[config.mk]
export PLATFORM = sky130hd
export DESIGN_NAME = sd_match_counter_flat
export DESIGN_NICKNAME = d
export VERILOG_FILES = /design/src/rtl/sd_match_counter_if.sv /design/src/rtl/sd_match_counter.sv /design/src/flat_wrapper.sv
export SDC_FILE = /design/constraint.sdc
export NUM_CORES = 1
export LEC_CHECK = 0
export BUFFER_PORTS_ARGS = -buffer_cell sky130_fd_sc_hd__buf_4
export CAP_MARGIN = 25
export CORE_UTILIZATION = 54
export DETAILED_ROUTE_END_ITERATION = 16
export PLACE_DENSITY_LB_ADDON = 0.25
export RECOVER_POWER = 25
export SLEW_MARGIN = 20
export SYNTH_ARGS = -nofsm -noshare
export SYNTH_HDL_FRONTEND = slang
export SYNTH_SLANG_ARGS = --single-unit
[constraint.sdc]
create_clock -name clk -period 5.2 [get_ports clk]
set_clock_uncertainty 0.1 [all_clocks]
set_input_delay 0.78 -clock clk [delete_from_list [all_inputs] [get_ports clk]]
set_output_delay 0.78 -clock clk [all_outputs]
set_load 0.02 [all_outputs]
[src/rtl/sd_match_counter_if.sv]
// Snapshot read port of sd_match_counter: request/ack from the consumer,
// valid/count from the counter.
interface sd_match_counter_if #(
   parameter int CNT_W = 8
);
   logic             rd_req;
   logic             snap_ack;
   logic             snap_valid;
   logic [CNT_W-1:0] snap_cnt;

   // The consumer raises rd_req to request a snapshot. snap_valid then marks a held
   // count. snap_cnt is stable while snap_valid=1. snap_ack=1 with snap_valid=1
   // releases the snapshot on the next edge. snap_ack with snap_valid=0 is ignored.
   modport master (
      output rd_req,
      output snap_ack,
      input  snap_valid,
      input  snap_cnt
   );

   modport slave (
      input  rd_req,
      input  snap_ack,
      output snap_valid,
      output snap_cnt
   );
endinterface

[src/rtl/sd_match_counter.sv]
// Counts rising edges of the sequence-detector flag and hands the count out through
// a snapshot handshake. SD_GAP_TRACK_EN adds tracking of the minimum gap between detections.
module sd_match_counter #(
   parameter int CNT_W  = 8,
   parameter int THRESH = 4,
   parameter int GAP_W  = 8
) (
   input  logic              clk,
   input  logic              reset,
   input  logic              det,
   input  logic              en,
   sd_match_counter_if.slave snap,
   output logic              thresh_hit,
   output logic              ovf,
   output logic [GAP_W-1:0]  min_gap,
   output logic [1:0]        fsm_state
);

   typedef enum logic [1:0] {
      S_IDLE = 2'd0,
      S_RUN  = 2'd1,
      S_HOLD = 2'd2
   } state_t;

   localparam logic [CNT_W-1:0] THRESH_V = CNT_W'(THRESH);
   localparam logic [CNT_W-1:0] CNT_MAX  = '1;

   state_t           state;
   state_t           state_nxt;
   logic             det_q;
   logic [CNT_W-1:0] live;
   logic [CNT_W-1:0] live_inc;
   logic [CNT_W-1:0] snap_sum;
   logic [CNT_W-1:0] snap_cnt_q;
   logic             live_sat;
   logic             evt;
   logic             accept;

   assign evt      = det & ~det_q & en;
   assign live_sat = (live == CNT_MAX);
   assign live_inc = live + CNT_W'(1);
   // A detection on the accept cycle lands in the snapshot, not in the new live count.
   assign snap_sum = (evt && !live_sat) ? live_inc : live;
   assign accept   = snap.rd_req && !snap.snap_valid && (state != S_HOLD);

   always_ff @(posedge clk or negedge reset) begin
      if (!reset) begin
         state <= S_IDLE;
      end else begin
         state <= state_nxt;
      end
   end

   always_comb begin
      state_nxt = state;
      case (state)
         S_IDLE: begin
            if (accept)  state_nxt = S_HOLD;
            else if (en) state_nxt = S_RUN;
         end
         S_RUN: begin
            if (accept)   state_nxt = S_HOLD;
            else if (!en) state_nxt = S_IDLE;
         end
         S_HOLD: begin
            if (snap.snap_ack) state_nxt = en ? S_RUN : S_IDLE;
         end
         default: state_nxt = S_IDLE;
      endcase
   end

   always_comb begin
      snap.snap_valid = (state == S_HOLD);
      snap.snap_cnt   = snap_cnt_q;
      fsm_state       = state;
   end

   always_ff @(posedge clk or negedge reset) begin
      if (!reset) begin
         det_q      <= 1'b0;
         live       <= '0;
         snap_cnt_q <= '0;
         thresh_hit <= 1'b0;
         ovf        <= 1'b0;
      end else begin
         det_q <= det;
         if (accept) begin
            snap_cnt_q <= snap_sum;
            live       <= '0;
            thresh_hit <= 1'b0;
            ovf        <= 1'b0;
         end else if (evt) begin
            if (live_sat) begin
               ovf <= 1'b1;
            end else begin
               live <= live_inc;
               if (live_inc == THRESH_V) thresh_hit <= 1'b1;
            end
         end
      end
   end

`ifdef SD_GAP_TRACK_EN
   localparam logic [GAP_W-1:0] GAP_MAX = '1;

   logic [GAP_W-1:0] gap;
   logic [GAP_W-1:0] min_gap_q;
   logic             first_pend;

   // The first detection after reset or accept only restarts the timer.
   always_ff @(posedge clk or negedge reset) begin
      if (!reset) begin
         gap        <= GAP_MAX;
         min_gap_q  <= GAP_MAX;
         first_pend <= 1'b1;
      end else begin
         if (evt)                 gap <= GAP_W'(1);
         else if (gap != GAP_MAX) gap <= gap + GAP_W'(1);

         if (accept) begin
            min_gap_q  <= GAP_MAX;
            first_pend <= 1'b1;
         end else if (evt) begin
            first_pend <= 1'b0;
            if (!first_pend && (gap < min_gap_q)) min_gap_q <= gap;
         end
      end
   end

   assign min_gap = min_gap_q;
`else
   assign min_gap = '1;
`endif

endmodule
[src/flat_wrapper.sv]
// flat-port wrapper written by rule: the top's interface ports become plain ports
module sd_match_counter_flat 
#(
   parameter int CNT_W  = 8,
   parameter int THRESH = 4,
   parameter int GAP_W  = 8
)
  (clk, reset, det, en, thresh_hit, ovf, min_gap, fsm_state, snap_rd_req, snap_snap_ack, snap_snap_valid, snap_snap_cnt);
  sd_match_counter_if #(.CNT_W(CNT_W)) snap_i ();
  input  logic clk;
  input  logic reset;
  input  logic det;
  input  logic en;
  output logic thresh_hit;
  output logic ovf;
  output logic [GAP_W-1:0] min_gap;
  output logic [1:0] fsm_state;
  input wire logic [$bits(snap_i.rd_req)-1:0] snap_rd_req;
  input wire logic [$bits(snap_i.snap_ack)-1:0] snap_snap_ack;
  output wire logic [$bits(snap_i.snap_valid)-1:0] snap_snap_valid;
  output wire logic [$bits(snap_i.snap_cnt)-1:0] snap_snap_cnt;
  assign snap_i.rd_req = snap_rd_req;
  assign snap_i.snap_ack = snap_snap_ack;
  assign snap_snap_valid = snap_i.snap_valid;
  assign snap_snap_cnt = snap_i.snap_cnt;
  sd_match_counter #(.CNT_W(CNT_W), .THRESH(THRESH), .GAP_W(GAP_W)) u_core (.clk(clk), .reset(reset), .det(det), .en(en), .snap(snap_i), .thresh_hit(thresh_hit), .ovf(ovf), .min_gap(min_gap), .fsm_state(fsm_state));
endmodule
==> results of run 1 <==
-- synth_stat cells, types with 2 or more instances --
cell	number	share of area, %
dfrtp_1	21	52
nor2_1	13	4.8
nand2_1	9	3.3
buf_4	8	5.9
o21ai_0	7	3.5
a31oi_1	4	2.5
inv_1	4	1.5
a21oi_1	2	0.99
and2_1	2	1.2
buf_2	2	0.99
clkbuf_1	2	0.74
mux2i_1	2	2.0
nand3_1	2	0.99
nor4_1	2	1.2
o211ai_1	2	1.5
o21ai_2	2	1.7
xor2_1	2	1.7
-- sequential cells by signal, summed over array words and instances, names as in the netlist --
signal                cells
u_core.live               8
u_core.snap.snap_cnt      8
u_core.fsm_state          2
u_core.det_q              1
u_core.ovf                1
u_core.thresh_hit         1
-- per-stage QoR --
step	total power [mW]	hold WS, ps	util (%)	setup WS, ps
final	0.320	382	65.9	3210
after global routing	0.333	422	65.9	3150
after CTS	0.321	235	66.2	3220
after detailed placement	0.244	369	64.6	3140
after global placement	0.243	358	64.6	3170
after floorplan	0.224	384	-	3300
-- cell families after synthesis --
logic type | Yosys count | synth area share (%)
XOR/XNOR | 2 | 1.73
buffers and inverters | 16 | 9.15
flip-flops | 21 | 51.9
adder cells (fa/ha/maj) | 1 | 1.24
multiplexers | 2 | 1.98
AND/OR/NAND/NOR | 38 | 20.9
other | 1 | 0.370
AO/OA/AOI/OAI | 21 | 12.7
-- cells in the final DEF (no fill, tap or decap), types with 2 or more instances in the layout --
cell,instances
conb_1,8
xor2_1,2
nor4_1,2
mux2i_1,2
and2_1,2
nor2_1,13
nand2_1,9
dfrtp_1,21
a31oi_1,4
o211ai_1,2
nand3_1,2
inv_1,4
buf_4,17
o21ai_0,7
clkbuf_4,3
a21oi_1,2
o21ai_2,2
-- worst max-delay path by stage --
stage                                         end  slack (ps)  depth (start not counted)
final                             snap_snap_valid        3210                          3
after global routing              snap_snap_valid        3150                          3
after CTS                         snap_snap_valid        3220                          3
after detailed placement           u_core.live[6]        3140                          5
after global placement             u_core.live[6]        3170                          5
after floorplan           u_core.snap.snap_cnt[6]        3300                          5
-- report_power, final --
part | switching [mW] | internal, mW
clock | 0.0511 | 0.0288
combinational | 0.0394 | 0.0209
sequential | 0.00650 | 0.173
total | 0.0970 | 0.223
-- layer usage --
layer | routed length [um] | vias up
met5 | 0 | -
li1 | - | 374
met1 | 812 | 342
met4 | 44 | 0
met2 | 804 | 23
met3 | 75 | 5
-- area by class of cell --
cell class / instances / area [um2]
Clock buffer: 3 / 22.5
Sequential cell: 21 / 526
Inverter: 4 / 15.0
Clock inverter: 1 / 5.00
Timing Repair Buffer: 18 / 131
Multi-Input combinational cell: 72 / 420
Tap cell: 25 / 31.3
Fill cell: 153 / 594
-- worst reg2reg max path, cell delays in order, from the launching register on --
cell and delay [ps]:
dfrtp_1 410, ha_1 210, and4b_1 320, or4b_4 490
o21ai_2 90, nor2_1 60
==> flow_summary.json, run 1 <==
{
  "status": "completed",
  "drv_slew": 0,
  "hold_depth": 1,
  "std_cell_rows": 15,
  "start_util_pct": 58.0,
  "critPathRequiredTime_ps": 4320,
  "slew-limit-headroom_pct": 27.8,
  "drive_above_1_share_pct": 22.7,
  "viasPerCell": 5.17,
  "die_y_um": 45.3,
  "path_clk_slew_ps": 110,
  "htree_levels": 1,
  "period_share_pct": 38.2,
  "yosys_warnings": 0,
  "critPathTopFamily": "flip-flops",
  "reg2reg_depth": 5,
  "chipWidth_um": 45.3,
  "async_flop_share_pct": 100,
  "path_cells": "nand2b_1 -> inv_1 -> buf_4",
  "leakagePower_nw": 0.581,
  "cts_sinks": 21,
  "hold_viol": 0,
  "place_area_mm2": 0.00113,
  "reg2reg_to": "u_core.live[6]",
  "drt_iter0_markers": 25,
  "grt_max_degree": 22,
  "hold_class": "flop to flop",
  "synth-edff-count": 0,
  "wl_per_cell_um": 12.1,
  "die-area_mm2": 0.00205,
  "drtAntennaViolNets": 0,
  "dr.pass1.iters": 5,
  "grt_pass1_vias": 670,
  "diodes": 0,
  "worstMarginPinSlew_ps": 1080,
  "syn_area_per_cell_um2": 9.92,
  "grt_overflow": 0,
  "cts_tree": "built",
  "synthFlopType": "dfrtp_1",
  "finalSetupTns_ps": 0,
  "clockBufferDepth": 2,
  "numPlacedInstances": 140,
  "crit_fanout": 4,
  "synth_area_mm2": 0.00101,
  "num_io_pins": 27,
  "grtUsageMet3_pct": 3.20,
  "final_area_mm2": 0.00115,
  "numPortBuffers": 18,
  "antenna_found_initial": 0,
  "ir_drop_uv": 250,
  "fmax_mhz": 504,
  "worstReg2RegStart": "u_core.live[0]",
  "cp-start-kind": "flop",
  "fin_crit_ps": 1990,
  "rsz0062_at_grt": "no",
  "grt_pass1_wl_um": 2900,
  "core_area_mm2": 0.00175,
  "critPathMaxStageDelay_ps": 400,
  "root_buffer": "clkbuf_4",
  "post_cts_buffers": 0,
  "yosys_register_bits": 21,
  "cap_violations": 0,
  "ys_types": 33,
  "wirelength_um": 1740,
  "hpwl_um": 1250,
  "track_usage_pct": 20.2,
  "clk_latency_ps": 310,
  "synthCells": 102,
  "hold_buffers": 0,
  "drc": 0,
  "worstSetupEndpointType": "output port",
  "power_density_mw_per_mm2": 278,
  "place_congestion": 0.768,
  "fin_cells": 144,
  "critPathLaunch": "u_core.fsm_state[0]",
  "hold_path_end": "u_core.fsm_state[0]",
  "critPathArrivalTime_ps": 1110,
  "busiest_layer": "met2",
  "crit_buf_inv": 2,
  "syn_to_final_growth_pct": 13.7,
  "hold_start": "u_core.fsm_state[0]",
  "slowest_stage": "dfrtp_1",
  "numCtsBuffers": 3,
  "met2_usage_pct": 31.3,
  "yosysSeqAreaShare_pct": 51.9,
  "final-setup-viol-count": 0,
  "cts_resized": 0,
  "rrSetupSlack_ps": 3410,
  "critPathKind": "flop to output port",
  "grtUsageMet1_pct": 26.8,
  "dr_total_vias": 744,
  "nets": 127
}
No activity file was read; power rests on OpenSTA's default activity.
==> inputs of run 2 (changes only) <==
--- a/config.mk
+++ b/config.mk
@@ -5,9 +5,10 @@
 export SDC_FILE = /design/constraint.sdc
 export NUM_CORES = 1
 export LEC_CHECK = 0
+export ABC_AREA = 1
 export BUFFER_PORTS_ARGS = -buffer_cell sky130_fd_sc_hd__buf_4
 export CAP_MARGIN = 25
-export CORE_UTILIZATION = 54
+export CORE_UTILIZATION = 47
 export DETAILED_ROUTE_END_ITERATION = 16
 export PLACE_DENSITY_LB_ADDON = 0.25
 export RECOVER_POWER = 25
==> constraint.sdc (replaced) <==
create_clock -name clk -period 1.8 [get_ports clk]
set_clock_uncertainty 0.1 [all_clocks]
set_input_delay 0.27 -clock clk [delete_from_list [all_inputs] [get_ports clk]]
set_output_delay 0.27 -clock clk [all_outputs]
set_load 0.02 [all_outputs]
==> run 2 against run 1 <==
Compared with the run above: sequential share of layout area fell by 4.5 points; cell area rose by 11%; worst hold slack worse by 320 ps; synthesized cell count increased by 32%; combinational power grew to 4.9 times the previous value; synthesized area grew 11%; core utilization fell by 8.8 points; sequential power grew to 3.1 times the previous value.
==> flow_summary.json, run 2 <==
{
  "grt_pass1_wl_um": 3260,
  "fin_crit_ps": 1650,
  "synth-edff-count": 0,
  "power_density_mw_per_mm2": 849,
  "grt_pass1_vias": 712,
  "wl_per_cell_um": 10.4,
  "start_util_pct": 50.3,
  "rsz0062_at_grt": "no",
  "drtAntennaViolNets": 0,
  "core_area_mm2": 0.00223,
  "num_io_pins": 27,
  "die_y_um": 50.9,
  "grt_overflow": 0,
  "slowest_stage": "dfrtp_1",
  "synthFlopType": "dfrtp_1",
  "synth_area_leaders": "dfrtp_1 (47%), nand2_1 (12%), buf_4 (5.4%)",
  "root_buffer": "clkbuf_4",
  "critPathMaxStageDelay_ps": 400,
  "clockBufferDepth": 2,
  "std_cell_rows": 17,
  "track_usage_pct": 17.8,
  "critPathArrivalTime_ps": 1730,
  "synthCells": 135,
  "cts_resized": 0,
  "cts_tree": "built",
  "status": "completed",
  "synth_commonest_cells": "nand2_1 (35), dfrtp_1 (21), inv_1 (15)",
  "cts_sinks": 21,
  "diodes": 0,
  "crit_buf_inv": 1,
  "place_congestion": 0.781,
  "critPathKind": "flop to flop",
  "hold_buffers": 2,
  "hpwl_um": 1430,
  "yosys.area.top_type": "dfrtp_1",
  "worstMarginPinSlew_ps": 1110,
  "yosysSeqAreaShare_pct": 46.8,
  "numPortBuffers": 18,
  "critPathTopFamily": "flip-flops",
  "numCtsBuffers": 3,
  "worstSetupEndpointType": "flop",
  "synth_area_mm2": 0.00112,
  "slew-limit-headroom_pct": 26.2,
  "syn_area_per_cell_um2": 8.31,
  "yosys_register_bits": 21,
  "path_cells": "ha_1 -> nand2_1 -> inv_1 -> nand3_2 -> nand2_4 -> xor2_1 -> o21ai_0",
  "post_cts_buffers": 0,
  "path_clk_slew_ps": 110,
  "viasPerCell": 4.67,
  "leakagePower_nw": 0.693,
  "final-setup-viol-count": 0,
  "drc": 0,
  "hold_class": "primary input to flop",
  "hold_viol": 0,
  "cp-start-kind": "flop",
  "dr.pass1.iters": 6,
  "synth_top_cell_area_share_pct": 46.8,
  "die-area_mm2": 0.00259,
  "cap_violations": 0,
  "crit_fanout": 14,
  "dr_total_vias": 859,
  "wirelength_um": 1910,
  "yosys_warnings": 0,
  "drt_iter0_markers": 20,
  "antenna_found_initial": 0,
  "n_fill_cell": 217,
  "syn_to_final_growth_pct": 13.7,
  "fmax_mhz": 607,
  "finalSetupTns_ps": 0,
  "clk_latency_ps": 310,
  "htree_levels": 1,
  "period_share_pct": 91.5,
  "layout_common_cells": "nand2_1 (35), dfrtp_1 (21), buf_4 (17)",
  "fin_ws_ps": 154,
  "critPathRequiredTime_ps": 1890,
  "drive_above_1_share_pct": 23.1,
  "grt_max_degree": 22,
  "synth_most_common_cell": "nand2_1",
  "ys_types": 26,
  "ir_drop_uv": 679,
  "nets": 164,
  "async_flop_share_pct": 100,
  "final_common_cell": "nand2_1",
  "chipWidth_um": 50.9,
  "drv_slew": 0,
  "dp_slack_ps": 162
}
## run 2: cell count changes after synthesis, moves of 4 or more
cell / previous run / this run
nand2_1: 9 / 35
inv_1: 4 / 15
a31oi_1: 4 / 0
o21ai_1: 1 / 7
o21ai_0: 7 / 2
## run 2: path summary, 6_finish.rpt
| path | from | end | slack (ps) | cells past startpoint |
|---|---|---|---|---|
| min in group asynchronous | reset | u_core.live[6] | 580 | 2 |
| max in group asynchronous | reset | u_core.snap.snap_cnt[2] | 360 | 2 |
| min reg2reg | u_core.snap.snap_cnt[5] | u_core.snap.snap_cnt[5] | 400 | 2 |
| min | snap_snap_ack | u_core.fsm_state[1] | 60 | 2 |
| max reg2reg | u_core.live[0] | u_core.snap.snap_cnt[0] | 150 | 7 |
| max | u_core.live[0] | u_core.snap.snap_cnt[0] | 150 | 7 |
## run 2: cell type report
type	instances	area, um2	area share (%)
multi-input cells	93	470	36.9
clock buffers	4	26.3	2.06
repair buffers	20	151	11.9
well taps	28	35.0	2.75
flip-flops and latches	21	526	41.2
inverters	18	67.6	5.29
## run 2: kinds of logic (layout without fill, tap and decap cells)
kind of cell / after synthesis / count (layout) / synth area share (%)
xor+xnor: 2 / 2 / 1.56
compound gates: 17 / 17 / 9.59
other cells: 1 / 8 / 0.334
flops: 21 / 21 / 46.8
fa+ha+maj: 1 / 1 / 1.11
simple gates: 65 / 65 / 27.0
buf+inv: 28 / 42 / 13.6
## run 2: power breakdown
part,internal [mW],switching [mW]
logic,0.108,0.187
registers,0.525,0.0383
clock network,0.0866,0.139
total,0.720,0.364
## run 2: metal layers
metal  global-route usage (%)  up-vias  wire length (um)
met5                        0        -                 0
met4                     11.1        0                47
met3                     2.68        5               111
met2                     26.0       28               848
met1                     24.9      384               901
li1                         -      442                 -
## run 2: per-stage QoR
step | power [mW] | cell area, um2 | util [%] | hold WS, ps | instances
final | 1.08 | 1280 | 57.1 | 58.5 | 184
after global placement | 0.862 | 1230 | 55.2 | 64.0 | 178
after detailed placement | 0.868 | 1230 | 55.2 | 65.1 | 178
after CTS | 1.10 | 1280 | 57.3 | 49.2 | 184
after floorplan | 0.775 | 1150 | - | -126 | 142
after global routing | 1.15 | 1280 | 57.1 | 60.0 | 184
